<file path="src/rtl/counter_cmd_seq_pkg.sv">
// counter_cmd_seq_pkg
//   Shared definitions for the counter command sequencer and the up/down
//   loadable counter it drives: default data/length widths, command opcodes
//   and sequencer state encodings.
package counter_cmd_seq_pkg;

  localparam int DEF_WIDTH = 4;
  localparam int DEF_LEN_W = 8;

  typedef enum logic [1:0] {
    CMD_HOLD = 2'b00,
    CMD_LOAD = 2'b01,
    CMD_UP   = 2'b10,
    CMD_DOWN = 2'b11
  } cmd_op_e;

  typedef enum logic [1:0] {
    SEQ_IDLE = 2'b00,
    SEQ_LOAD = 2'b01,
    SEQ_RUN  = 2'b10,
    SEQ_DONE = 2'b11
  } seq_state_e;

endpackage

</file>
<file path="src/rtl/counter_cmd_seq_if.sv">
// counter_cmd_seq_if
//   Command channel into the counter sequencer (valid/ready handshake).
//   Signals:
//     cmd_valid  command present (master -> slave)
//     cmd_ready  sequencer can accept (slave -> master)
//     cmd_op     00 HOLD, 01 LOAD, 10 UP, 11 DOWN
//     cmd_data   load value, LOAD only
//     cmd_len    step/cycle count, HOLD/UP/DOWN
interface counter_cmd_seq_if
  import counter_cmd_seq_pkg::*;
#(
  parameter int WIDTH = DEF_WIDTH,
  parameter int LEN_W = DEF_LEN_W
);

  logic             cmd_valid;
  logic             cmd_ready;
  logic [1:0]       cmd_op;
  logic [WIDTH-1:0] cmd_data;
  logic [LEN_W-1:0] cmd_len;

  modport master (
    output cmd_valid, cmd_op, cmd_data, cmd_len,
    input  cmd_ready
  );

  modport slave (
    input  cmd_valid, cmd_op, cmd_data, cmd_len,
    output cmd_ready
  );

endinterface

</file>
<file path="src/rtl/counter_cmd_seq.sv">
// counter_cmd_seq
//   Sequences LOAD/UP/DOWN/HOLD commands onto the pins of an up/down
//   loadable counter, one command at a time, and reports completion.
//   Optional build macro: SAT_STOP_EN -- stop an UP run when the counter
//   reports max_count, or a DOWN run when it reports zero, instead of wrapping.
//   Ports:
//     clk, rst_n     clock (posedge) and synchronous active-low reset
//     cmd            command channel (slave side of counter_cmd_seq_if)
//     load_n         to counter, active-low load
//     ce, up_down    to counter, count enable and direction (1 = up)
//     data_load      to counter, load value (holds last loaded value)
//     max_count,zero from counter, status flags
//     busy           command in progress
//     done           one-cycle pulse at command completion
//     steps_done     ce cycles issued by the last/current command
//     sat_hit        valid with done: run stopped early on saturation
//
//   state | meaning
//   IDLE  | waiting for a command, cmd_ready high
//   LOAD  | single cycle with load_n low
//   RUN   | HOLD/UP/DOWN for cmd_len cycles, rem counts down to 1
//   DONE  | done pulse, back to IDLE
module counter_cmd_seq
  import counter_cmd_seq_pkg::*;
#(
  parameter int WIDTH = DEF_WIDTH,
  parameter int LEN_W = DEF_LEN_W
) (
  input  logic             clk,
  input  logic             rst_n,
  counter_cmd_seq_if.slave cmd,
  output logic             load_n,
  output logic             ce,
  output logic             up_down,
  output logic [WIDTH-1:0] data_load,
  input  logic             max_count,
  input  logic             zero,
  output logic             busy,
  output logic             done,
  output logic [LEN_W-1:0] steps_done,
  output logic             sat_hit
);

  localparam logic [1:0] ST_IDLE = SEQ_IDLE;
  localparam logic [1:0] ST_LOAD = SEQ_LOAD;
  localparam logic [1:0] ST_RUN  = SEQ_RUN;
  localparam logic [1:0] ST_DONE = SEQ_DONE;

  logic [1:0]       state;
  cmd_op_e          op_q;
  logic [LEN_W-1:0] rem;
  logic             rdy_q;
  logic             accept;
  logic             counting;
  logic             sat_block;
  cmd_op_e          cmd_op_in;

  assign cmd_op_in = cmd_op_e'(cmd.cmd_op);

  // rdy_q keeps cmd_ready low while in reset and for the release edge, so a
  // master holding cmd_valid high never sees a handshake that is not taken.
  assign cmd.cmd_ready = rdy_q && (state == ST_IDLE);
  assign accept        = cmd.cmd_valid && cmd.cmd_ready;

  assign counting = (op_q == CMD_UP) || (op_q == CMD_DOWN);

`ifdef SAT_STOP_EN
  // Looks at the flag for the count already in the counter, so the step
  // that would wrap is never issued.
  assign sat_block = ((op_q == CMD_UP) && max_count) ||
                     ((op_q == CMD_DOWN) && zero);
`else
  logic unused_flags;
  assign unused_flags = max_count | zero;
  assign sat_block    = 1'b0;
`endif

  assign ce     = (state == ST_RUN) && counting && !sat_block;
  assign load_n = (state != ST_LOAD);
  assign busy   = (state != ST_IDLE);
  assign done   = (state == ST_DONE);

  always_ff @(posedge clk) begin
    if (!rst_n) begin
      state      <= ST_IDLE;
      op_q       <= CMD_HOLD;
      rem        <= '0;
      rdy_q      <= 1'b0;
      up_down    <= 1'b0;
      data_load  <= '0;
      steps_done <= '0;
      sat_hit    <= 1'b0;
    end else begin
      rdy_q <= 1'b1;
      case (state)
        ST_IDLE: begin
          if (accept) begin
            op_q       <= cmd_op_in;
            rem        <= cmd.cmd_len;
            steps_done <= '0;
            sat_hit    <= 1'b0;
            case (cmd_op_in)
              CMD_LOAD: begin
                data_load <= cmd.cmd_data;
                state     <= ST_LOAD;
              end
              CMD_UP, CMD_DOWN: begin
                up_down <= (cmd_op_in == CMD_UP);
                state   <= (cmd.cmd_len == '0) ? ST_DONE : ST_RUN;
              end
              default: begin
                state <= (cmd.cmd_len == '0) ? ST_DONE : ST_RUN;
              end
            endcase
          end
        end
        ST_LOAD: state <= ST_DONE;
        ST_RUN: begin
          if (sat_block) begin
            sat_hit <= 1'b1;
            state   <= ST_DONE;
          end else begin
            rem <= rem - LEN_W'(1);
            if (ce) steps_done <= steps_done + LEN_W'(1);
            if (rem == LEN_W'(1)) state <= ST_DONE;
          end
        end
        ST_DONE: state <= ST_IDLE;
        default: state <= ST_IDLE;
      endcase
    end
  end

endmodule

</file>
<file path="src/flat_wrapper.sv">
// flat-port wrapper written by rule: the top's interface ports become plain ports
module counter_cmd_seq_flat import counter_cmd_seq_pkg::*;
#(
  parameter int WIDTH = DEF_WIDTH,
  parameter int LEN_W = DEF_LEN_W
)
  (clk, rst_n, load_n, ce, up_down, data_load, max_count, zero, busy, done, steps_done, sat_hit, cmd_cmd_valid, cmd_cmd_op, cmd_cmd_data, cmd_cmd_len, cmd_cmd_ready);
  counter_cmd_seq_if #(.WIDTH(WIDTH), .LEN_W(LEN_W)) cmd_i ();
  input  logic clk;
  input  logic rst_n;
  output logic load_n;
  output logic ce;
  output logic up_down;
  output logic [WIDTH-1:0] data_load;
  input  logic max_count;
  input  logic zero;
  output logic busy;
  output logic done;
  output logic [LEN_W-1:0] steps_done;
  output logic sat_hit;
  input wire logic [$bits(cmd_i.cmd_valid)-1:0] cmd_cmd_valid;
  input wire logic [$bits(cmd_i.cmd_op)-1:0] cmd_cmd_op;
  input wire logic [$bits(cmd_i.cmd_data)-1:0] cmd_cmd_data;
  input wire logic [$bits(cmd_i.cmd_len)-1:0] cmd_cmd_len;
  output wire logic [$bits(cmd_i.cmd_ready)-1:0] cmd_cmd_ready;
  assign cmd_i.cmd_valid = cmd_cmd_valid;
  assign cmd_i.cmd_op = cmd_cmd_op;
  assign cmd_i.cmd_data = cmd_cmd_data;
  assign cmd_i.cmd_len = cmd_cmd_len;
  assign cmd_cmd_ready = cmd_i.cmd_ready;
  counter_cmd_seq #(.WIDTH(WIDTH), .LEN_W(LEN_W)) u_core (.clk(clk), .rst_n(rst_n), .cmd(cmd_i), .load_n(load_n), .ce(ce), .up_down(up_down), .data_load(data_load), .max_count(max_count), .zero(zero), .busy(busy), .done(done), .steps_done(steps_done), .sat_hit(sat_hit));
endmodule
</file>
<file path="config.mk">
export PLATFORM = sky130hd
export DESIGN_NAME = counter_cmd_seq_flat
export DESIGN_NICKNAME = d
export VERILOG_FILES = /design/src/rtl/counter_cmd_seq_pkg.sv /design/src/rtl/counter_cmd_seq_if.sv /design/src/rtl/counter_cmd_seq.sv /design/src/flat_wrapper.sv
export SDC_FILE = /design/constraint.sdc
export NUM_CORES = 1
export LEC_CHECK = 0
export BUFFER_PORTS_ARGS = -buffer_cell sky130_fd_sc_hd__buf_2
export CORE_MARGIN = 1
export CORE_UTILIZATION = 47
export CTS_BUF_LIST = sky130_fd_sc_hd__clkbuf_16
export DETAILED_ROUTE_END_ITERATION = 8
export GPL_TIMING_DRIVEN = 0
export PLACE_DENSITY = 0.72
export SLEW_MARGIN = 20
export SYNTH_ARGS = -nofsm -noshare
export SYNTH_HDL_FRONTEND = slang
export SYNTH_SLANG_ARGS = --single-unit
export TNS_END_PERCENT = 1
</file>
<file path="constraint.sdc">
create_clock -name clk -period 1.5 [get_ports clk]
set_input_delay 0.075 -clock clk [delete_from_list [all_inputs] [get_ports clk]]
set_output_delay 0.075 -clock clk [all_outputs]
set_load 0.02 [all_outputs]
</file>
* Yosys cells after proc, flatten, opt, wreduce, memory -nomap -nowiden
Cells that the tools add are included.
** Word-level totals
- Bits in registers :: 26
- Input bits :: 19
- Logic and storage cells :: 48
- Output and inout port bits :: 19
** Operators by class
- Equal/unequal tests :: 13
- Add/sub/neg operators :: 2
- Reduce and logical (&&, ||, !) cells :: 15
- Muxes and demuxes :: 11
** Operators with widths (number)
- one-hot mux 8 bit (2 select lines) :: 2
- 2-to-1 mux 8 bit :: 3
- equality test 2 bit (second input constant) :: 6
- AND reduction 3 bit :: 3
- adder 8 x 1 -> 8 bit (second input constant) :: 1
- equality test 8 x 1 -> 1 bit (second input constant) :: 1
- zero test 8 bit :: 1
- one-hot mux 2 bit (4 select lines) :: 1
- subtractor 8 x 1 -> 8 bit (second input constant) :: 1
- 2-to-1 mux 2 bit :: 3
- AND reduction 2 bit :: 3
- equality test 2 x 1 -> 1 bit (second input constant) :: 2
- inequality test 2 x 1 -> 1 bit (second input constant) :: 2
- inequality test 2 bit (second input constant) :: 2
- nonzero test 2 bit :: 2
- logical AND 1 bit :: 3
- zero test 2 bit :: 1
- 2-to-1 mux 1 bit :: 2
- OR reduction 2 bit :: 1
- logical OR 1 bit :: 1

* Depth between registers and ports, before layout
- Word-level depth :: 5
- Gate-level depth with buffers :: 7
- Depth with buffers taken out :: 6

* Worst setup path before layout
Ideal clock, no wire load.
- Kind :: reg2reg
- From :: register u_core.state[0]
- To :: register u_core.rem[0]
- Setup time :: 0.119 ns
- Path buffers :: 1
- Cell stages (with the launch flop) :: 8
- Clock period less this slack :: 1.647 ns
- Slack :: -0.147 ns
- Arrival :: 1.528 ns
- Data required time :: 1.381 ns
- Path through :: dfxtp_1 -> inv_1 -> ha_1 -> buf_2 -> or2_2 -> nand2_2 -> nor2_1 -> o221a_2
** On the way
- Longest elaborated chain between the ends :: 5
- Elaborated cells between the ends (all ways) :: 8
- Classes of those cells :: eq/ne (2); mux (1); reduce/logical (5)
** Ends and longest elaborated chain
- start: declaration :: RTL line counter_cmd_seq.sv:49 : logic [1:0] state;
- start signal: assignment :: RTL line counter_cmd_seq.sv:109 : state <= (cmd.cmd_len == '0) ? ST_DONE : ST_RUN;
- start signal: assignment :: RTL line counter_cmd_seq.sv:112 : state <= (cmd.cmd_len == '0) ? ST_DONE : ST_RUN;
- zero test 2 bit :: RTL line counter_cmd_seq.sv:62, counter_cmd_seq.sv:95
- logical AND 1 bit :: RTL line counter_cmd_seq.sv:62 : assign cmd.cmd_ready = rdy_q && (state == ST_IDLE);
- logical AND 1 bit :: RTL line counter_cmd_seq.sv:63 : assign accept = cmd.cmd_valid && cmd.cmd_ready;
- inequality test 2 x 1 -> 1 bit (no line)
- AND reduction 2 bit (no line)
- end signal: assignment :: RTL line counter_cmd_seq.sv:99 : rem <= cmd.cmd_len;
- end signal: assignment :: RTL line counter_cmd_seq.sv:123 : rem <= rem - LEN_W'(1);
- end: declaration :: RTL line counter_cmd_seq.sv:51 : logic [LEN_W-1:0] rem;
Parallel ways exist; a longest one is shown, timed or not.
A chain may end at the register's enable or synchronous reset.

* Worst setup path in the final report
- From :: register u_core.rem[1]
- To :: register u_core.state[1]
** On the way
- Longest elaborated chain between the ends :: 3
** Ends and longest elaborated chain
- equality test 8 x 1 -> 1 bit :: RTL line counter_cmd_seq.sv:125 : if (rem == LEN_W'(1)) state <= ST_DONE;
- inequality test 2 bit (no line)
- AND reduction 2 bit (no line)
Every way passes these cells.

==> flow_summary.ini <==
[status]
status = finished, violations left
violations = DRC, setup timing

[power]
p_leak_nw = 0.7824
power_density_nw_per_um2 = 1952
max-vdd-ir-drop_v = 0.001197
p_total_w = 0.003796

[logic_synthesis]
synth_edf_count = 0
async_flop_share_pct = 0
synth_cell_types = 46
ys_seq_area_share_pct = 34.60
synth.most_common_cell = dfxtp_1
avgSynthCellArea_sq_um = 8.458
synth_area_sq_um = 1446
ys.flop_type = dfxtp_1
syn_inst = 171
synth_seq_cells = 25
yosysTopAreaCell = dfxtp_1
synth.top_cells.by_count = dfxtp_1, nand2_1, o21ai_0, inv_1, nor2_1
ys_warn_count = 0
syn-num-nets = 198
synth_top_area_share_pct = 34.60
synth_area_leaders = dfxtp_1, ha_1, mux2i_1

[worst_setup_path]
crit_slowest_cell = or4b_4
cp-start-kind = flip-flop
end_kind = flip-flop
arrival_ps = 1720
worstRegToRegCells = 6
crit_buf_inv = 1
crit_family = simple AND/OR/NAND/NOR gates
critical_path_class = reg -> reg
path_depth = 6
crit_chain = inv_4 > ha_4 > or4b_4 > o21ai_4 > nand2_4 > mux2i_1
cp_max_fo = 4
crit_path_max_incr_delay_ps = 470
cp.required_ps = 1670

[sta]
slew_viol_final = 0
holdWs_ps = 68.66
timing.final.crit_share_pct = 103.1
rsz0062_at_grt = yes
fin_skew_ps = 2.070
timing.final.crit_period_ps = 1546
setup_viol = 2
hold_viol = 0
max_freq_ghz = 0.6468
setup_ws_ps = -46.13

[finish]
syn_to_final_growth_pct = 34.43
fillers = 246
multi_input_area_sq_um = 994.7
fin_cells = 246
nets = 243
n_antenna_cell = 0
seqCellArea_sq_um = 515.5
drive_above_1_share_pct = 36.74

[global_route]
gr-usage-all-layers_pct = 23.57
antenna_found_initial = 0
grt.overflow.total = 0
grt_start_max_net_pins = 16
grt_pass1_wl_microns = 6044
grt_pass1_vias = 1356

[floorplan]
rows = 19
start_util_pct = 51.13
core_area_sq_um = 2829
ios = 38
die_y_microns = 57.48
die_w_microns = 57.48
dieArea_sq_um = 3303

[worst_hold_path]
whs_path_depth = 3
hp-class = in -> reg

[route]
drt-pass1-iter-count = 6
drc = 2
wl_per_cell_microns = 15.65
drt-initial-drc-count = 51
vias_per_cell = 5.711
antenna_violating_nets_post_route = 0
via_count = 1405
wl_microns = 3850

[cts]
clock_path_buffers = 2
cts.sinks = 25
cts_tree = done
insertion_delay_ps = 260
path_clk_slew_ps = 70
htreeDepth = 1
root_buffer = clkbuf_16
cts_inserted_buffers = 3

[run]
drv_cap = 0

[placed_design]
hpwl_microns = 2523
globalplace.congestion = 0.8020
post-place-ws_ps = -248.5
dp_cells = 236
portBuffers = 34
-- per-layer routing --
metal	track usage, %	part of all wire, %	wire length [microns]	up-vias
met2	41.69	52	2020	27
li1	-	-	-	700
met5	0	0	0	-
met1	29.54	44	1682	674
met3	2.948	2.9	111	4
met4	7.666	0.94	36	0
-- flip-flops by register name, summed over array words and instances, names as in the netlist --
register and cells:
u_core.data_load 4, u_core.op_q 1, u_core.rdy_q 1, u_core.rem 8
u_core.state 2, u_core.steps_done 8, u_core.up_down 1
-- final timing paths --
kind	startpoint	endpoint	slack (ps)
min	cmd_cmd_data[2]	u_core.data_load[2]	70
min reg2reg	u_core.rem[6]	u_core.rem[6]	490
max reg2reg	u_core.rem[1]	u_core.state[1]	-50
max	u_core.rem[1]	u_core.state[1]	-50
-- timing repair --
action | in CTS | in global routing
pin swaps | 4 | 9
gates resized for setup | 10 | 26
setup endpoints to repair | 23 | 23
buffers inserted | 5 | 1
hold buffers | 1 | 0
endpoints found under the hold margin | 1 | 0
-- report_power, final --
part           internal (W)  leakage (nW)  switching, W
clock              0.000363        0.0371      0.000263
combinational      0.000949         0.538       0.00123
sequential         0.000822         0.207      0.000172
total               0.00213         0.782       0.00166
-- cells by family (layout without fill, tap and decap cells) --
logic type | Yosys count | after routing | share of synthesized area (%)
xor gates and xnor gates | 3 | 3 | 1.817
buffers and inverters | 15 | 59 | 4.238
muxes | 6 | 6 | 4.152
DFF | 25 | 25 | 34.60
other | 1 | 1 | 0.2593
and+or+nand+nor | 73 | 73 | 29.33
AOI/OAI and AO/OA | 40 | 40 | 18.69
adders and majority gates | 8 | 8 | 6.921
-- layout by cell type, fill, tap and decap left out, types with 2 or more instances in the layout --
master	n
buf_2	33
nor2_4	2
a21boi_1	3
ha_1	5
o211ai_1	2
o21ai_0	12
buf_4	7
a21boi_0	5
mux2i_1	6
nor2b_1	8
nor4_2	2
nor4_1	2
and2_1	2
o21a_1	2
nand3b_1	3
ha_4	3
nand3_1	7
or3_1	5
inv_4	3
inv_1	6
nand4_1	3
nand2_1	12
o21ai_1	2
a21oi_1	6
dfxtp_4	3
clkbuf_16	3
nor3_1	2
dfxtp_2	3
nor2_1	8
dfxtp_1	19
nand2b_1	2
xnor2_1	2
-- stage by stage --
step,setup TNS [ps],util [%],cell area [sq um]
floorplan,-26.55,-,1465
global placement,-1832,59.18,1674
detailed placement,-2972,59.18,1674
CTS,-514.7,65.33,1848
global route,-531.9,68.73,1944
finish,-49.40,68.73,1944
-- worst register-to-register path: cells and delay by family, from the launching register on --
family | cells | cell delay (ps)
buffers and inverters | 1 | 60
AO/OA/AOI/OAI | 1 | 180
flip-flops | 1 | 360
multiplexers | 1 | 200
adder cells (fa/ha/maj) | 1 | 110
AND/OR/NAND/NOR | 2 | 540
-- layout make-up --
type,instances,area share [%]
Clock inverter,1,0.3861
Timing Repair Buffer,41,12.55
Tap cell,31,1.995
Clock buffer,3,3.861
Buffer,5,1.416
Sequential cell,25,26.51
Inverter,9,2.124
Multi-Input combinational cell,131,51.16
Note: power is estimated with default switching activity, not from simulation.
